$ cat config.mk
export PLATFORM = sky130hd
export DESIGN_NAME = pb_input_conditioner_flat
export DESIGN_NICKNAME = d
export VERILOG_FILES = /design/src/rtl/pb_input_conditioner_pkg.sv /design/src/rtl/pb_input_conditioner_if.sv /design/src/rtl/pb_input_conditioner_debounce_ch.sv /design/src/rtl/pb_input_conditioner.sv /design/src/flat_wrapper.sv
export SDC_FILE = /design/constraint.sdc
export NUM_CORES = 1
export LEC_CHECK = 0
export ABC_AREA = 1
export BUFFER_PORTS_ARGS = -buffer_cell sky130_fd_sc_hd__clkbuf_2
export CORE_MARGIN = 4
export CORE_UTILIZATION = 61
export CTS_CLUSTER_DIAMETER = 100
export DETAILED_ROUTE_END_ITERATION = 12
export PLACE_DENSITY = 0.77
export SYNTH_ARGS = -nofsm -noshare
export SYNTH_HDL_FRONTEND = slang
export SYNTH_SLANG_ARGS = --single-unit
$ cat constraint.sdc
create_clock -name clk -period 8.75 [get_ports clk]
set_clock_uncertainty 0.1 [all_clocks]
set_input_delay 1.75 -clock clk [delete_from_list [all_inputs] [get_ports clk]]
set_output_delay 1.75 -clock clk [all_outputs]
set_load 0.02 [all_outputs]
$ cat src/rtl/pb_input_conditioner_pkg.sv
// Shared constants, counter-width helper and per-channel state encoding for the
// push-button conditioner.
package pb_pkg;

    localparam int PB_MAX_CH   = 32;
    localparam int PB_SYNC_MIN = 2;

    // Bits needed for a counter that must hold values 0..max_count.
    function automatic int pb_cnt_width(input int max_count);
        return (max_count < 1) ? 1 : $clog2(max_count + 1);
    endfunction

    typedef enum logic [1:0] {
        IDLE_LOW  = 2'd0,
        CNT_UP    = 2'd1,
        IDLE_HIGH = 2'd2,
        CNT_DN    = 2'd3
    } pb_state_e;

endpackage

$ cat src/rtl/pb_input_conditioner_if.sv
// Button pins in, conditioned level/edge/key-code out; the master side drives
// the enable and pins, the slave side is the conditioner.
interface pb_input_conditioner_if #(
    parameter int N_PB = 15
);
    localparam int CODE_W = $clog2(N_PB + 1);

    logic              en;
    logic [N_PB-1:0]   pb_raw;
    logic [N_PB-1:0]   pb_level;
    logic [N_PB-1:0]   pb_rise;
    logic [N_PB-1:0]   pb_fall;
    logic [CODE_W-1:0] pb_code;
    logic              pb_valid;

    modport master (
        output en, pb_raw,
        input  pb_level, pb_rise, pb_fall, pb_code, pb_valid
    );

    modport slave (
        input  en, pb_raw,
        output pb_level, pb_rise, pb_fall, pb_code, pb_valid
    );

endinterface

$ cat src/rtl/pb_input_conditioner_debounce_ch.sv
// One button channel: synchroniser, debounce counter, registered edge pulses and
// PB_AUTOREPEAT_EN hold-repeat; level settles SYNC_STAGES+DEBOUNCE_CYCLES edges after a step, no backpressure.
module pb_debounce_ch
    import pb_pkg::*;
#(
    parameter int SYNC_STAGES     = 2,
    parameter int DEBOUNCE_CYCLES = 1000
`ifdef PB_AUTOREPEAT_EN
    ,
    parameter int REPEAT_DELAY    = 500000,
    parameter int REPEAT_RATE     = 100000
`endif
) (
    input  logic clk,
    input  logic reset,
    input  logic en,
    input  logic pb_raw,
    output logic pb_level,
    output logic pb_rise,
    output logic pb_fall
);

    localparam int            CW       = pb_cnt_width(DEBOUNCE_CYCLES);
    localparam logic [CW-1:0] CNT_LAST = CW'(DEBOUNCE_CYCLES - 1);

    logic [SYNC_STAGES-1:0] sync_q, sync_d;
    pb_state_e              state_q, state_d;
    logic [CW-1:0]          cnt_q, cnt_d;
    logic                   rise_q, rise_d;
    logic                   fall_q, fall_d;
    logic                   sync_bit;
    logic                   level;
    logic                   edge_rise, edge_fall;
    logic                   rpt_pulse;

    assign sync_d   = {sync_q[SYNC_STAGES-2:0], pb_raw};
    assign sync_bit = sync_q[SYNC_STAGES-1];
    assign level    = (state_q == IDLE_HIGH) || (state_q == CNT_DN);

    // Any cycle where the input agrees with the level (or the block is disabled)
    // throws away the partial count, so glitches never accumulate.
    always_comb begin
        state_d   = state_q;
        cnt_d     = cnt_q;
        edge_rise = 1'b0;
        edge_fall = 1'b0;
        if (!en || (sync_bit == level)) begin
            cnt_d   = '0;
            state_d = level ? IDLE_HIGH : IDLE_LOW;
        end else if (cnt_q >= CNT_LAST) begin
            cnt_d     = '0;
            state_d   = level ? IDLE_LOW : IDLE_HIGH;
            edge_rise = ~level;
            edge_fall = level;
        end else begin
            cnt_d   = cnt_q + 1'b1;
            state_d = level ? CNT_DN : CNT_UP;
        end
    end

`ifdef PB_AUTOREPEAT_EN
    localparam int REP_MAX = (REPEAT_DELAY > REPEAT_RATE) ? REPEAT_DELAY : REPEAT_RATE;
    localparam int HW      = pb_cnt_width(REP_MAX);

    logic [HW-1:0] hold_q, hold_d, hold_lim;
    logic          rep_q, rep_d;

    // First repeat waits REPEAT_DELAY, later ones REPEAT_RATE; reload keeps it bounded.
    always_comb begin
        hold_d    = hold_q;
        rep_d     = rep_q;
        rpt_pulse = 1'b0;
        hold_lim  = rep_q ? HW'(REPEAT_RATE - 1) : HW'(REPEAT_DELAY - 1);
        if (!en || !level || edge_fall) begin
            hold_d = '0;
            rep_d  = 1'b0;
        end else if (hold_q >= hold_lim) begin
            hold_d    = '0;
            rep_d     = 1'b1;
            rpt_pulse = 1'b1;
        end else begin
            hold_d = hold_q + 1'b1;
        end
    end

    always_ff @(posedge clk or posedge reset) begin
        if (reset) begin
            hold_q <= '0;
            rep_q  <= 1'b0;
        end else begin
            hold_q <= hold_d;
            rep_q  <= rep_d;
        end
    end
`else
    assign rpt_pulse = 1'b0;
`endif

    assign rise_d = edge_rise | rpt_pulse;
    assign fall_d = edge_fall;

    always_ff @(posedge clk or posedge reset) begin
        if (reset) begin
            sync_q  <= '0;
            state_q <= IDLE_LOW;
            cnt_q   <= '0;
            rise_q  <= 1'b0;
            fall_q  <= 1'b0;
        end else begin
            sync_q  <= sync_d;
            state_q <= state_d;
            cnt_q   <= cnt_d;
            rise_q  <= rise_d;
            fall_q  <= fall_d;
        end
    end

    assign pb_level = level;
    assign pb_rise  = rise_q & en;
    assign pb_fall  = fall_q & en;

endmodule

$ cat src/rtl/pb_input_conditioner.sv
// Push-button front end: N_PB debounced channels plus lowest-index key encoder;
// code/valid share the rise-pulse cycle, no backpressure; PB_AUTOREPEAT_EN adds hold-repeat.
module pb_input_conditioner
    import pb_pkg::*;
#(
    parameter int N_PB            = 15,
    parameter int SYNC_STAGES     = 2,
    parameter int DEBOUNCE_CYCLES = 1000,
    parameter int REPEAT_DELAY    = 500000,
    parameter int REPEAT_RATE     = 100000
) (
    input  logic                    clk,
    input  logic                    reset,
    pb_input_conditioner_if.slave   pb
);

    localparam int CODE_W = $clog2(N_PB + 1);

    if (N_PB < 1 || N_PB > PB_MAX_CH) begin : g_bad_n_pb
        $error("N_PB out of range");
    end
    if (SYNC_STAGES < PB_SYNC_MIN) begin : g_bad_sync
        $error("SYNC_STAGES too small");
    end
    if (DEBOUNCE_CYCLES < 1 || REPEAT_DELAY < 1 || REPEAT_RATE < 1) begin : g_bad_cnt
        $error("cycle counts must be at least 1");
    end

    logic [N_PB-1:0]   level_v;
    logic [N_PB-1:0]   rise_v;
    logic [N_PB-1:0]   fall_v;
    logic [CODE_W-1:0] code_v;

    for (genvar g = 0; g < N_PB; g++) begin : g_ch
        pb_debounce_ch #(
            .SYNC_STAGES     (SYNC_STAGES),
            .DEBOUNCE_CYCLES (DEBOUNCE_CYCLES)
`ifdef PB_AUTOREPEAT_EN
            ,
            .REPEAT_DELAY    (REPEAT_DELAY),
            .REPEAT_RATE     (REPEAT_RATE)
`endif
        ) u_ch (
            .clk      (clk),
            .reset    (reset),
            .en       (pb.en),
            .pb_raw   (pb.pb_raw[g]),
            .pb_level (level_v[g]),
            .pb_rise  (rise_v[g]),
            .pb_fall  (fall_v[g])
        );
    end

    // Scan from the top down so the lowest rising index is the last to write.
    always_comb begin
        code_v = '0;
        for (int i = N_PB - 1; i >= 0; i--) begin
            if (rise_v[i]) begin
                code_v = CODE_W'(i + 1);
            end
        end
    end

    assign pb.pb_level = level_v;
    assign pb.pb_rise  = rise_v;
    assign pb.pb_fall  = fall_v;
    assign pb.pb_code  = code_v;
    assign pb.pb_valid = |rise_v;

endmodule

$ cat src/flat_wrapper.sv
// flat-port wrapper written by rule: the top's interface ports become plain ports
module pb_input_conditioner_flat import pb_pkg::*;
#(
    parameter int N_PB            = 15,
    parameter int SYNC_STAGES     = 2,
    parameter int DEBOUNCE_CYCLES = 1000,
    parameter int REPEAT_DELAY    = 500000,
    parameter int REPEAT_RATE     = 100000
)
  (clk, reset, pb_en, pb_pb_raw, pb_pb_level, pb_pb_rise, pb_pb_fall, pb_pb_code, pb_pb_valid);
  pb_input_conditioner_if #(.N_PB(N_PB)) pb_i ();
  input  logic clk;
  input  logic reset;
  input wire logic [$bits(pb_i.en)-1:0] pb_en;
  input wire logic [$bits(pb_i.pb_raw)-1:0] pb_pb_raw;
  output wire logic [$bits(pb_i.pb_level)-1:0] pb_pb_level;
  output wire logic [$bits(pb_i.pb_rise)-1:0] pb_pb_rise;
  output wire logic [$bits(pb_i.pb_fall)-1:0] pb_pb_fall;
  output wire logic [$bits(pb_i.pb_code)-1:0] pb_pb_code;
  output wire logic [$bits(pb_i.pb_valid)-1:0] pb_pb_valid;
  assign pb_i.en = pb_en;
  assign pb_i.pb_raw = pb_pb_raw;
  assign pb_pb_level = pb_i.pb_level;
  assign pb_pb_rise = pb_i.pb_rise;
  assign pb_pb_fall = pb_i.pb_fall;
  assign pb_pb_code = pb_i.pb_code;
  assign pb_pb_valid = pb_i.pb_valid;
  pb_input_conditioner #(.N_PB(N_PB), .SYNC_STAGES(SYNC_STAGES), .DEBOUNCE_CYCLES(DEBOUNCE_CYCLES), .REPEAT_DELAY(REPEAT_DELAY), .REPEAT_RATE(REPEAT_RATE)) u_core (.clk(clk), .reset(reset), .pb(pb_i));
endmodule
==> metrics.txt <==
run status=completed; Max Buffers Root-to-Sink=3; Top Ports=68; RSZ-0062 raised after global routing=no; Worst Setup Start Kind=input pin; setup TNS=0 ps; final antenna-violating net count=0; Internal=1.64 mW; ANT cells=0; RePlAce Congestion=0.880; Post-CTS Setup Inserts=0; fin. max-slew vios=0; pwr/cell area=183 mW/mm^2; CP max FO=32; HP Class=register to register; switching power share of the total=23.1%; number of synthesized register bits=225; mapped cell area=0.0107 mm^2; Hold Slack=244 ps; CTS tree=built; global route total overflow=0; hold depth=0; setup slack, reg-to-reg=6800 ps; total CTS buffers=23; WS Path Type=input pin to output pin; syn nets=1276; die area=0.0197 mm^2; worst r2r path cells=8; Mapped Cells=1213; via count=7498; GR Util met3=3.35%; yosys warns=0; top cell type's share of synthesized area=52.7%; most common library cells after synthesis=dfrtp_1 (225), inv_1 (209), nor2_1 (162); Clock Latency Late Sink=510 ps; wire per inst=13.1 um; Root Driver=clkbuf_16; crit path DAT=3510 ps; crit-path cells=clkbuf_2 > nand2_1 > nand2_1 > nand2_1 > nand2_1 > nand2_1 > nand2_1 > nand2_1 > nand2_1 > nand2_1 > nand2_1 > nand2_1 > nand2_1 > nand2_1 > nand2_1 > clkbuf_2; sequential area share after synthesis=52.7%; Post-Layout Cell Count=1485; max frequency=0.187 GHz; Layout Utilization=67.5%; share of layout cells above drive strength 1=12.5%; Slew headroom=46.5%; ys async rst share=100%; DRC Markers=0; min Tclk post-route=5360 ps; clk slew on worst S/H paths=60 ps; Post-Place Cells=1443; most used cell, CP=nand2_1; Worst-Margin Slew=802 ps; Static Leak=5.82 nW; vias in the first global route=7474; VDD IR max=0.000139 V; First-pass DRT Iterations=4; area leader, netlist=dfrtp_1; Hold-fix buffers, CTS=0; starting density of the core=62.0%; synth top area cells=dfrtp_1 (53%), inv_1 (7.3%), nor2_1 (5.7%); H-tree depth=1; largest net degree at the start of global routing=124; clock power share=44.1%; Post-Route WL=19.5 mm; CTS-repair resized insts=0; peak per-stage delay on the critical path=590 ps; Synth-to-Final Area Change=8.86%; core area=0.0172 mm^2; FP Rows=48; first-pass GRT wire length=33.9 mm; Most Used Layer, Global Route=met2; 1st-iter DRT viols=408; worst path required time=6900 ps; via/cell ratio=5.05; Buffers on Ports=67; die height=140 um; GR Util met1=27.4%; Total GRT Usage=20.4%; Max Cap Viol=0; met2 Use GR=34.3%; clock sinks=225; Psw=0.493 mW; Final Hold Vio Count=0; Final Cycle Share=61.3%; post-detail-place hpwl=13.5 mm; number of synthesized flops with an enable pin=0; DIE WIDTH=140 um; Avg Inst Size Synth=8.81 um^2; unique cell type count in the Yosys netlist=33; Top FF cell, synth=dfrtp_1; nets=1306; slowest stage cell, crit path=clkbuf_2; combinational fraction of design power=5.1%; most frequent cell after synthesis=dfrtp_1; setup violators final=0; Worst Setup End Kind=output pin; initial antenna violation count=0; sequential power share=50.8%
==> layout make-up <==
class	count	area, um^2
flip-flops and latches	225	5630
fillers	1351	5600
multi-input cells	699	3790
inverters	225	852
clock buffers	36	694
repair buffers	69	350
well taps	225	282
clock inverters	6	33.8
==> state kept, by name, indices dropped and copies added, names as in the netlist <==
register,cells
u_core.g_ch.u_ch.cnt_q,150
u_core.g_ch.u_ch.fall_q,15
u_core.g_ch.u_ch.rise_q,15
u_core.g_ch.u_ch.state_q,15
u_core.g_ch.u_ch.sync_q,30
==> power by group through the flow <==
| stage | sequential, mW | combinational [mW] | clock [mW] |
|---|---|---|---|
| 2_1_floorplan | 1.09 | 0.0928 | 0 |
| 3_3_place_gp | 1.10 | 0.109 | 0 |
| 3_5_place_dp | 1.10 | 0.112 | 0 |
| 4_1_cts | 1.08 | 0.113 | 0.961 |
| 5_1_grt | 1.09 | 0.128 | 1.01 |
| 6_report | 1.08 | 0.110 | 0.939 |
==> worst paths after layout <==
path,to,start
worst max-delay path,pb_pb_code[0],pb_en
worst min-delay path,u_core.g_ch[5].u_ch.sync_q[1],u_core.g_ch[5].u_ch.sync_q[0]
worst max register to register,u_core.g_ch[9].u_ch.state_q[1],u_core.g_ch[9].u_ch.cnt_q[0]
min in group asynchronous,u_core.g_ch[5].u_ch.sync_q[1],reset
max in group asynchronous,u_core.g_ch[12].u_ch.cnt_q[4],reset
worst min register to register,u_core.g_ch[5].u_ch.sync_q[1],u_core.g_ch[5].u_ch.sync_q[0]
==> cell families (layout without fill, tap and decap cells) <==
group	Yosys count	count (layout)	share of synthesized area, %
fa+ha+maj	45	45	5.27
buf+inv	289	336	11.8
xor+xnor	23	23	1.89
compound gates	159	159	8.06
mux	10	10	1.05
flops	225	225	52.7
simple gates	462	462	19.2
==> placed cells by master, fill, tap and decap left out, types with 3 or more instances in the layout <==
cell         n
clkinv_2     5
clkbuf_1     6
nor2_1     162
nand4_1      5
nor2_4      10
o311ai_1     3
clkbuf_8     7
o21a_1       3
o21ai_2      6
ha_1        45
and3_1       6
nand2_1    152
inv_1      208
dfrtp_1    225
inv_2       16
mux2_2      10
o21ai_0     52
a31oi_1     11
nor3_1      55
o21ai_1     11
clkbuf_2    67
a21oi_1     70
clkbuf_16   23
xor2_1      21
nand3_1     50
nor4_1      13
==> metrics by stage <==
stage          instance area, um^2  power (mW)  setup WS (ps)
5_1_grt                      11600        2.22           3210
3_3_place_gp                 10900        1.21           3480
6_report                     11600        2.13           3390
3_5_place_dp                 10900        1.21           3410
4_1_cts                      11600        2.16           3410
2_1_floorplan                10700        1.19            737
==> critical path, delay by kind of cell <==
family / cells / cell delay (ps)
simple gates: 14 / 990
buf+inv: 2 / 760
==> layer usage <==
metal	wire length, um	vias to the layer above
met2	9410	122
met4	470	0
li1	-	3849
met5	0	-
met3	772	42
met1	8850	3485
(Power assumes the default switching activity.)
